--- config.mk ---
export PLATFORM = sky130hd
export DESIGN_NAME = shift_exec_pipe
export DESIGN_NICKNAME = d
export VERILOG_FILES = /design/src/rtl/shift_pkg.sv /design/src/rtl/shift_left_logical.sv /design/src/rtl/shift_pipe_reg.sv /design/src/rtl/shift_right_arithmetic.sv /design/src/rtl/shift_right_logical.sv /design/src/rtl/shift_exec_pipe.sv
export SDC_FILE = /design/constraint.sdc
export NUM_CORES = 1
export LEC_CHECK = 0
export CAP_MARGIN = 0
export CORE_MARGIN = 4
export CORE_UTILIZATION = 51
export CTS_CLUSTER_SIZE = 30
export DETAILED_ROUTE_END_ITERATION = 8
export PLACE_DENSITY = 0.84
export SYNTH_ARGS = -nofsm -noshare
export SYNTH_HDL_FRONTEND = slang
export SYNTH_SLANG_ARGS = --single-unit
--- constraint.sdc ---
create_clock -name clk -period 2.1 [get_ports clk]
set_clock_uncertainty 0.05 [all_clocks]
set_input_delay 0.21 -clock clk [delete_from_list [all_inputs] [get_ports clk]]
set_output_delay 0.21 -clock clk [all_outputs]
set_load 0.1 [all_outputs]
--- src/rtl/shift_pkg.sv ---
// Shared types, encodings and op decode for the RV32I shift execution pipe.
// Latency: n/a (package only).
// Backpressure: n/a.
package shift_pkg;

  localparam int XLEN    = 32;
  localparam int SHAMT_W = 5;

  localparam logic [2:0] F3_SLL = 3'b001;
  localparam logic [2:0] F3_SRX = 3'b101;  // SRL / SRA, split by instr[30]

  typedef enum logic [1:0] {SH_SLL, SH_SRL, SH_SRA, SH_ILL} shift_op_t;

  // S1 payload: operand, shift amount and decoded op.
  typedef struct packed {
    logic               ill;
    shift_op_t          op;
    logic [SHAMT_W-1:0] shamt;
    logic [XLEN-1:0]    a;
  } s1_dat_t;

  // S2 payload: selected shifter result plus illegal flag.
  typedef struct packed {
    logic            ill;
    logic [XLEN-1:0] res;
  } s2_dat_t;

  function automatic shift_op_t decode_shift(input logic [2:0] funct3, input logic f7_5);
    shift_op_t op;
    op = SH_ILL;
    if (funct3 == F3_SLL && !f7_5) begin
      op = SH_SLL;
    end else if (funct3 == F3_SRX) begin
      op = f7_5 ? SH_SRA : SH_SRL;
    end
    return op;
  endfunction

endpackage

--- src/rtl/shift_left_logical.sv ---
// Mux-based logical left shifter, zero fill.
// Latency: combinational.
// Backpressure: n/a.
// Ports: i_a value, i_shamt amount, o_y result.
module shift_left_logical #(
  parameter int N = 32
) (
  input  logic [N-1:0]         i_a,
  input  logic [$clog2(N)-1:0] i_shamt,
  output logic [N-1:0]         o_y
);

  localparam int S = $clog2(N);

  logic [N-1:0] w_stg [0:S];

  assign w_stg[0] = i_a;
  for (genvar k = 0; k < S; k++) begin : g_stg
    assign w_stg[k+1] = i_shamt[k] ? (w_stg[k] << (2**k)) : w_stg[k];
  end
  assign o_y = w_stg[S];

endmodule

--- src/rtl/shift_pipe_reg.sv ---
// Generic valid/ready pipeline register, W bits of payload.
// Latency: 1 cycle from input handshake to o_vld.
// Backpressure: holds payload stable while o_vld & !i_rdy; o_rdy = !full | i_rdy.
// Ports: clk/rst (sync, active-high); i_vld/o_rdy/i_dat upstream; o_vld/i_rdy/o_dat downstream.
module shift_pipe_reg #(
  parameter int W = 8
) (
  input  logic         clk,
  input  logic         rst,
  input  logic         i_vld,
  output logic         o_rdy,
  input  logic [W-1:0] i_dat,
  output logic         o_vld,
  input  logic         i_rdy,
  output logic [W-1:0] o_dat
);

  logic         r_vld;
  logic [W-1:0] r_dat;
  logic         w_load;

  // Accept when empty, or when the current content leaves this same cycle.
  assign o_rdy  = !r_vld || i_rdy;
  assign w_load = i_vld && o_rdy;

  always_ff @(posedge clk) begin
    if (rst) begin
      r_vld <= 1'b0;
      r_dat <= '0;
    end else if (w_load) begin
      r_vld <= 1'b1;
      r_dat <= i_dat;
    end else if (i_rdy) begin
      r_vld <= 1'b0;
    end
  end

  assign o_vld = r_vld;
  assign o_dat = r_dat;

endmodule

--- src/rtl/shift_right_arithmetic.sv ---
// Mux-based arithmetic right shifter, fills with the sign bit.
// Latency: combinational.
// Backpressure: n/a.
// Ports: i_a value, i_shamt amount, o_y result.
module shift_right_arithmetic #(
  parameter int N = 32
) (
  input  logic [N-1:0]         i_a,
  input  logic [$clog2(N)-1:0] i_shamt,
  output logic [N-1:0]         o_y
);

  localparam int S = $clog2(N);

  logic [N-1:0] w_stg [0:S];

  assign w_stg[0] = i_a;
  for (genvar k = 0; k < S; k++) begin : g_stg
    assign w_stg[k+1] = i_shamt[k] ? $unsigned($signed(w_stg[k]) >>> (2**k)) : w_stg[k];
  end
  assign o_y = w_stg[S];

endmodule

--- src/rtl/shift_right_logical.sv ---
// Mux-based logical right shifter, zero fill.
// Latency: combinational.
// Backpressure: n/a.
// Ports: i_a value, i_shamt amount, o_y result.
module shift_right_logical #(
  parameter int N = 32
) (
  input  logic [N-1:0]         i_a,
  input  logic [$clog2(N)-1:0] i_shamt,
  output logic [N-1:0]         o_y
);

  localparam int S = $clog2(N);

  logic [N-1:0] w_stg [0:S];

  assign w_stg[0] = i_a;
  for (genvar k = 0; k < S; k++) begin : g_stg
    assign w_stg[k+1] = i_shamt[k] ? (w_stg[k] >> (2**k)) : w_stg[k];
  end
  assign o_y = w_stg[S];

endmodule

--- src/rtl/shift_exec_pipe.sv ---
// Two-stage RV32I shift unit (SLL/SRL/SRA and immediate forms) with saturating op counter.
// Latency: 2 edges from input handshake to out_valid (S1 then S2), 1 op/cycle sustained.
// Backpressure: stalls hold S2 and a full S1; in_ready is combinational from out_ready.
// Ports: clk, rst (sync, active-high); in_valid/in_ready/in_a/in_b/in_funct3/in_funct7_5 upstream;
//        out_valid/out_ready/out_result/out_illegal downstream; op_count = completed output transfers.
module shift_exec_pipe
  import shift_pkg::*;
#(
  parameter int N     = 32,
  parameter int CNT_W = 16
) (
  input  logic             clk,
  input  logic             rst,
  input  logic             in_valid,
  output logic             in_ready,
  input  logic [N-1:0]     in_a,
  input  logic [N-1:0]     in_b,
  input  logic [2:0]       in_funct3,
  input  logic             in_funct7_5,
  output logic             out_valid,
  input  logic             out_ready,
  output logic [N-1:0]     out_result,
  output logic             out_illegal,
  output logic [CNT_W-1:0] op_count
);

  shift_op_t       w_op;
  s1_dat_t         w_s1_in_dat;
  s1_dat_t         w_s1_dat;
  logic            w_s1_vld;
  logic            w_s2_rdy;
  s2_dat_t         w_s2_in_dat;
  s2_dat_t         w_s2_dat;
  logic            w_out_vld;
  logic [XLEN-1:0] w_sll;
  logic [XLEN-1:0] w_srl;
  logic [XLEN-1:0] w_sra;
  logic [CNT_W-1:0] r_op_count;

  // Only the low five bits of the shift source matter for RV32I.
  logic w_unused_b_hi;
  assign w_unused_b_hi = ^in_b[N-1:SHAMT_W];

  assign w_op = decode_shift(in_funct3, in_funct7_5);

  always_comb begin
    w_s1_in_dat       = '0;
    w_s1_in_dat.ill   = (w_op == SH_ILL);
    w_s1_in_dat.op    = w_op;
    w_s1_in_dat.shamt = in_b[SHAMT_W-1:0];
    w_s1_in_dat.a     = in_a;
  end

  shift_pipe_reg #(.W($bits(s1_dat_t))) u_s1 (
    .clk   (clk),
    .rst   (rst),
    .i_vld (in_valid),
    .o_rdy (in_ready),
    .i_dat (w_s1_in_dat),
    .o_vld (w_s1_vld),
    .i_rdy (w_s2_rdy),
    .o_dat (w_s1_dat)
  );

  shift_left_logical #(.N(XLEN)) u_sll (
    .i_a     (w_s1_dat.a),
    .i_shamt (w_s1_dat.shamt),
    .o_y     (w_sll)
  );

  shift_right_logical #(.N(XLEN)) u_srl (
    .i_a     (w_s1_dat.a),
    .i_shamt (w_s1_dat.shamt),
    .o_y     (w_srl)
  );

  shift_right_arithmetic #(.N(XLEN)) u_sra (
    .i_a     (w_s1_dat.a),
    .i_shamt (w_s1_dat.shamt),
    .o_y     (w_sra)
  );

  // Illegal encodings carry a zero result so downstream never sees stale operand data.
  always_comb begin
    w_s2_in_dat     = '0;
    w_s2_in_dat.ill = w_s1_dat.ill;
    case (w_s1_dat.op)
      SH_SLL:  w_s2_in_dat.res = w_sll;
      SH_SRL:  w_s2_in_dat.res = w_srl;
      SH_SRA:  w_s2_in_dat.res = w_sra;
      default: w_s2_in_dat.res = '0;
    endcase
  end

  shift_pipe_reg #(.W($bits(s2_dat_t))) u_s2 (
    .clk   (clk),
    .rst   (rst),
    .i_vld (w_s1_vld),
    .o_rdy (w_s2_rdy),
    .i_dat (w_s2_in_dat),
    .o_vld (w_out_vld),
    .i_rdy (out_ready),
    .o_dat (w_s2_dat)
  );

  // Saturating count of output transfers; holds at all-ones instead of wrapping.
  always_ff @(posedge clk) begin
    if (rst) begin
      r_op_count <= '0;
    end else if (w_out_vld && out_ready && (r_op_count != {CNT_W{1'b1}})) begin
      r_op_count <= r_op_count + 1'b1;
    end
  end

  assign out_valid   = w_out_vld;
  assign out_result  = w_s2_dat.res;
  assign out_illegal = w_s2_dat.ill;
  assign op_count    = r_op_count;

endmodule

==> impl_metrics.json, run 1 <==
{
  "async_flop_share": 0,
  "clockPowerShare": 0.271,
  "coreArea_mm2": 0.0165,
  "fin_ws_ns": -0.257,
  "end_kind": "flip-flop",
  "hold_class": "input port to flip-flop",
  "initial_core_util": 0.517,
  "rsz0062_at_grt": "true",
  "path_max_fanout": 7,
  "clk_latency_ns": 0.36,
  "clock_sink_count": 91,
  "timing.critical_path.buf_inv": 3,
  "hold_viol": 0,
  "crit_chain": "buf_12 > mux2_2 > a222oi_1 > buf_4 > buf_6 > nor4_2 > a221oi_1 > o22ai_1",
  "die_x_um": 137,
  "fin_crit_ns": 2.36,
  "internal-power_mw": 3.83,
  "fin_crit_sh": 1.12,
  "final_common_cell": "buf_4",
  "syn_avg_cell_area_um2": 8.69,
  "postSynthCellCount": 984,
  "worstPathRequired_ns": 2.30,
  "max_freq_mhz": 424,
  "critical_path_class": "flip-flop to flip-flop",
  "fp.dieArea_mm2": 0.0189,
  "seqPwrFrac": 0.308,
  "cts_max_path_buffers": 2,
  "route.detailed.drc": 0,
  "synthesis.nets": 1057,
  "vias": 10141,
  "hold_buffers": 0,
  "antenna_found_initial": 2,
  "worst_pin_slew_ns": 0.628,
  "numCtsBuffers": 9,
  "net-switching-power_mw": 2.55,
  "clockRootBuffer": "clkbuf_16",
  "cts_tree": "yes",
  "drt_first_pass_iters": 6,
  "mostFrequentLayoutCells": "buf_4, nand2_1, a21oi_1, dfxtp_1",
  "portBuffers": 95,
  "grt_overflow": 0,
  "drt-total-wl_um": 40600,
  "power.density_mw_per_mm2": 525,
  "num_io_pins": 123,
  "worstSetupStartpointType": "flip-flop",
  "worstPathArrival_ns": 2.55,
  "grt_max_degree": 48,
  "critPathSlowestCell": "a222oi_1",
  "grt_pass1_vias": 9082,
  "switching_share": 0.400,
  "fin_hold_ws_ns": 0.0610,
  "area_growth_pct": 42.2,
  "synth_edf_count": 0,
  "htree_levels": 3,
  "crit_family": "compound AO/OA/AOI/OAI gates",
  "drv_cap": 0,
  "ant_nets": 0,
  "ys_ff_latch": 91,
  "p_leak_nw": 4.72,
  "setup_tns_ns": -4.09,
  "placedCellCount": 1399,
  "netlist_area_mm2": 0.00855,
  "status": "finished with violations",
  "wl_per_cell_um": 27.9,
  "power_frac_comb": 0.421,
  "ir_worst_vdd_v": 0.000538,
  "hpwlAfterDp_um": 27500,
  "yosysWarnings": 0,
  "gp_congestion": 1.05,
  "die_y_um": 137,
  "final-setup-viol-count": 31,
  "final_nets": 1303,
  "final_cells": 1455,
  "violations": "setup timing",
  "final_max_slew_viol_count": 0,
  "rows": 47,
  "slew_headroom": 0.581,
  "ys_types": 84,
  "drive_gt1_frac": 0.453,
  "critPathMaxStageDelay_ns": 0.56,
  "synth_ff_type": "dfxtp_1",
  "grt_pass1_wl_um": 56700,
  "grt_use_total": 0.402,
  "drtIter0Drc": 1309,
  "synth_seq_area_share": 0.213,
  "clkTransAtPathRegs_ns": 0.08,
  "antennaDiodeCount": 0,
  "vias_per_cell": 6.97
}
[final timing paths]
path,from,endpoint,slack [ns],cells after the start
max,u_s1.o_dat[33],u_s2.o_dat[21],-0.26,8
min,rst,u_s2.o_vld,0.06,2
max reg2reg,u_s1.o_dat[33],u_s2.o_dat[21],-0.26,8
min reg2reg,u_s1.o_dat[39],u_s2.o_dat[32],0.41,2
[what timing repair did]
| item | 4_1_cts | 5_1_grt |
|---|---|---|
| buffers inserted | 22 | 18 |
| resized for setup | 78 | 108 |
| gates cloned | 2 | 1 |
| endpoints found under the setup margin | 30 | 32 |
| pin swaps | 17 | 36 |
[cells by family (layout without fill, tap and decap cells)]
logic type | Yosys count | count (layout) | synth area share
simple gates | 350 | 350 | 0.192
fa+ha+maj | 1 | 1 | 0.00146
flops | 91 | 91 | 0.213
buf+inv | 127 | 378 | 0.0877
mux | 143 | 143 | 0.281
compound gates | 260 | 260 | 0.213
xor+xnor | 12 | 12 | 0.0123
[cell usage after synthesis (all sizes together) (21+ instances only)]
library cell | number | area [um^2]
nand2 | 142 | 533
dfxtp | 91 | 1820
a21oi | 77 | 385
nor2 | 76 | 285
mux4 | 69 | 1600
buf | 58 | 475
clkbuf | 56 | 210
mux2i | 38 | 384
mux2 | 36 | 413
o21ai | 28 | 140
nand3 | 25 | 125
nor3 | 21 | 115
[cell type report]
| cell class | count | area, um^2 |
|---|---|---|
| Timing Repair Buffer | 350 | 3120 |
| Clock inverter | 7 | 78.8 |
| Inverter | 12 | 45.0 |
| Clock buffer | 9 | 225 |
| Sequential cell | 91 | 1860 |
| Multi-Input combinational cell | 766 | 6550 |
| Fill cell | 1124 | 4370 |
| Tap cell | 220 | 275 |
[per-layer routing]
metal | vias up | routed length [um] | GRT usage
met2 | 802 | 18700 | 0.640
met5 | - | 27 | 0
met1 | 4887 | 15100 | 0.532
li1 | 4262 | - | -
met3 | 186 | 4650 | 0.0920
met4 | 4 | 2020 | 0.151
[power by group through the flow]
stage	clock [mW]	combinational [mW]	sequential (mW)
after floorplan	0	1.15	2.12
after global routing	1.79	2.77	1.97
after global placement	0	2.20	1.98
final	1.73	2.68	1.97
after CTS	1.71	2.39	1.94
after detailed placement	0	2.22	1.99
[through the flow]
| step | total power, mW | setup slack (ns) | util | area, um^2 |
|---|---|---|---|---|
| final | 6.38 | -0.257 | 0.736 | 12200 |
| after global routing | 6.53 | -0.291 | 0.736 | 12200 |
| after floorplan | 3.27 | 0.0272 | - | 8580 |
| after CTS | 6.04 | -0.177 | 0.702 | 11600 |
| after global placement | 4.19 | -0.244 | 0.652 | 10800 |
| after detailed placement | 4.21 | -0.330 | 0.652 | 10800 |
[registers in the layout, indices dropped and copies added, names as in the netlist]
signal / flops
u_s1.o_vld: 1
u_s2.o_vld: 1
op_count: 16
u_s1.o_dat: 40
u_s2.o_dat: 33
Note: power is estimated with default switching activity, not from simulation.
==> run 2: changes to the inputs <==
GPL_TIMING_DRIVEN = 0   (was not set)
==> run 2 against run 1 <==
Compared with the run above: the run still ends with setup timing left; worst hold slack better by 0.070 ns; non-clock buffer count down 76; first-iteration DRC count up 22%; critical path type unchanged.
==> impl_metrics.json, run 2 (same netlist as run 1, synthesis figures left out) <==
{
  "path_max_fanout": 9,
  "timing.critical_path.buf_inv": 3,
  "wl_per_cell_um": 31.8,
  "drt_first_pass_iters": 6,
  "worstPathRequired_ns": 2.27,
  "vias": 10345,
  "hpwlAfterDp_um": 30300,
  "critical_path_class": "flip-flop to flip-flop",
  "grt_overflow": 0,
  "final_cells": 1379,
  "grt_pass1_wl_um": 61100,
  "timing.rr.start": "u_s1.o_dat[33]",
  "clkTransAtPathRegs_ns": 0.08,
  "initial_core_util": 0.517,
  "antenna_found_initial": 1,
  "final_max_slew_viol_count": 0,
  "hold_viol": 0,
  "worstPathArrival_ns": 2.46,
  "slew_headroom": 0.335,
  "utilization": 0.730,
  "final-setup-viol-count": 29,
  "clk_latency_ns": 0.37,
  "endpoint": "u_s2.o_dat[23]",
  "rsz0062_at_grt": "true",
  "portBuffers": 94,
  "fin_ws_ns": -0.192,
  "area_growth_pct": 41.2,
  "fp.dieArea_mm2": 0.0189,
  "reg2reg_depth": 7,
  "worst_pin_slew_ns": 1.00,
  "clockRootBuffer": "clkbuf_16",
  "max_freq_mhz": 436,
  "status": "finished with violations",
  "placedCellCount": 1298,
  "drt-total-wl_um": 43800,
  "drtIter0Drc": 1592,
  "mostFrequentLayoutCells": "nand2_1, a21oi_1, dfxtp_1, mux4_2, nor2_1",
  "fin_crit_ns": 2.29,
  "grt_pass1_vias": 9324,
  "crit_family": "multiplexers",
  "gp_congestion": 1.08,
  "r2r_slack_ns": -0.19,
  "numCtsBuffers": 9,
  "coreArea_mm2": 0.0165,
  "power.density_mw_per_mm2": 530,
  "p_total_mw": 6.40,
  "n_fill_cell": 1180,
  "worstSetupStartpointType": "flip-flop",
  "ant_nets": 0,
  "grt_max_degree": 19,
  "crit_chain": "buf_12 > buf_12 > buf_12 > mux4_2 > mux4_2 > a22oi_2 > a211oi_2",
  "die_x_um": 137,
  "antennaDiodeCount": 0,
  "hold_class": "input port to flip-flop",
  "largest_register_ffs": 40,
  "critPathLaunch": "u_s1.o_dat[33]",
  "vias_per_cell": 7.50,
  "drive_gt1_frac": 0.392,
  "die_y_um": 137,
  "drv_cap": 0,
  "hold_buffers": 0,
  "final_nets": 1227,
  "ir_worst_vdd_v": 0.000426,
  "rows": 47,
  "route.detailed.drc": 0,
  "cts_tree": "yes",
  "fin_crit_sh": 1.09,
  "r2r_end": "u_s2.o_dat[23]",
  "end_kind": "flip-flop",
  "cts_max_path_buffers": 2,
  "place_ws_ns": -0.710,
  "cp.depth": 7,
  "clock_sink_count": 91,
  "num_io_pins": 123,
  "p_leak_nw": 4.53,
  "cpMostUsedCell": "buf_12",
  "final_common_cell": "nand2_1",
  "grt_use_total": 0.444,
  "htree_levels": 3,
  "violations": "setup timing",
  "critPathSlowestCell": "mux4_2",
  "critPathMaxStageDelay_ns": 0.52
}
## run 2: report_power, final
| part | internal [mW] | total, mW | switching (mW) |
|---|---|---|---|
| Combinational | 1.09 | 2.81 | 1.71 |
| Sequential | 1.80 | 1.89 | 0.0896 |
| Clock | 0.835 | 1.70 | 0.868 |
| Total | 3.73 | 6.40 | 2.67 |
## run 2: through the flow
| step | hold slack [ns] | instance area (um^2) | setup TNS, ns |
|---|---|---|---|
| 4_1_cts | 0.125 | 11200 | -1.39 |
| 6_report | 0.131 | 12100 | -2.88 |
| 5_1_grt | 0.158 | 12100 | -3.87 |
| 3_5_place_dp | 0.398 | 9800 | -28.79 |
| 3_3_place_gp | 0.379 | 9800 | -27.81 |
| 2_1_floorplan | 0.277 | 8580 | 0 |
## run 2: how the worst min path moves through the flow
stage,start,to,slack (ns),cells after the start
global placement,u_s2.o_dat[11],u_s2.o_dat[11],0.38,2
finish,rst,u_s2.o_dat[21],0.13,3
floorplan,in_valid,u_s1.o_vld,0.28,2
detailed placement,u_s2.o_dat[11],u_s2.o_dat[11],0.40,2
CTS,rst,u_s2.o_dat[29],0.12,3
global route,rst,u_s2.o_dat[21],0.16,3
## run 2: layout make-up
type	instances	area [um^2]	area share
flip-flops and latches	91	1850	0.154
plain buffers	111	965	0.0799
clock inverters	7	67.6	0.00560
clock buffers	9	225	0.0187
well taps	220	275	0.0228
multi-input cells	766	6980	0.578
inverters	12	45.0	0.00373
repair buffers	163	1660	0.138
## run 2: per-layer routing
layer	global-route usage	up-vias	wire [um]
met5	0	-	13
met4	0.324	2	4280
met3	0.174	338	6510
met2	0.659	1051	18400
met1	0.519	4828	14600
li1	-	4126	-
## run 2: worst register-to-register path: cells and delay by family (launching register included)
kind | cells | cell delay, ns
flip-flops | 1 | 0.37
buffers and inverters | 3 | 0.48
AO/OA/AOI/OAI | 2 | 0.31
multiplexers | 2 | 0.93
## run 2: what timing repair did
item	CTS	global route
endpoints found under the setup margin	88	59
pin swaps	40	70
buffers inserted	34	30
resized for setup	252	173
cloned	4	4
==> run 3: changes to the inputs <==
SLEW_MARGIN = 10   (was not set)
==> results of run 3 <==
Same layout as run 2: the final DEF is identical, and so are final timing and power.
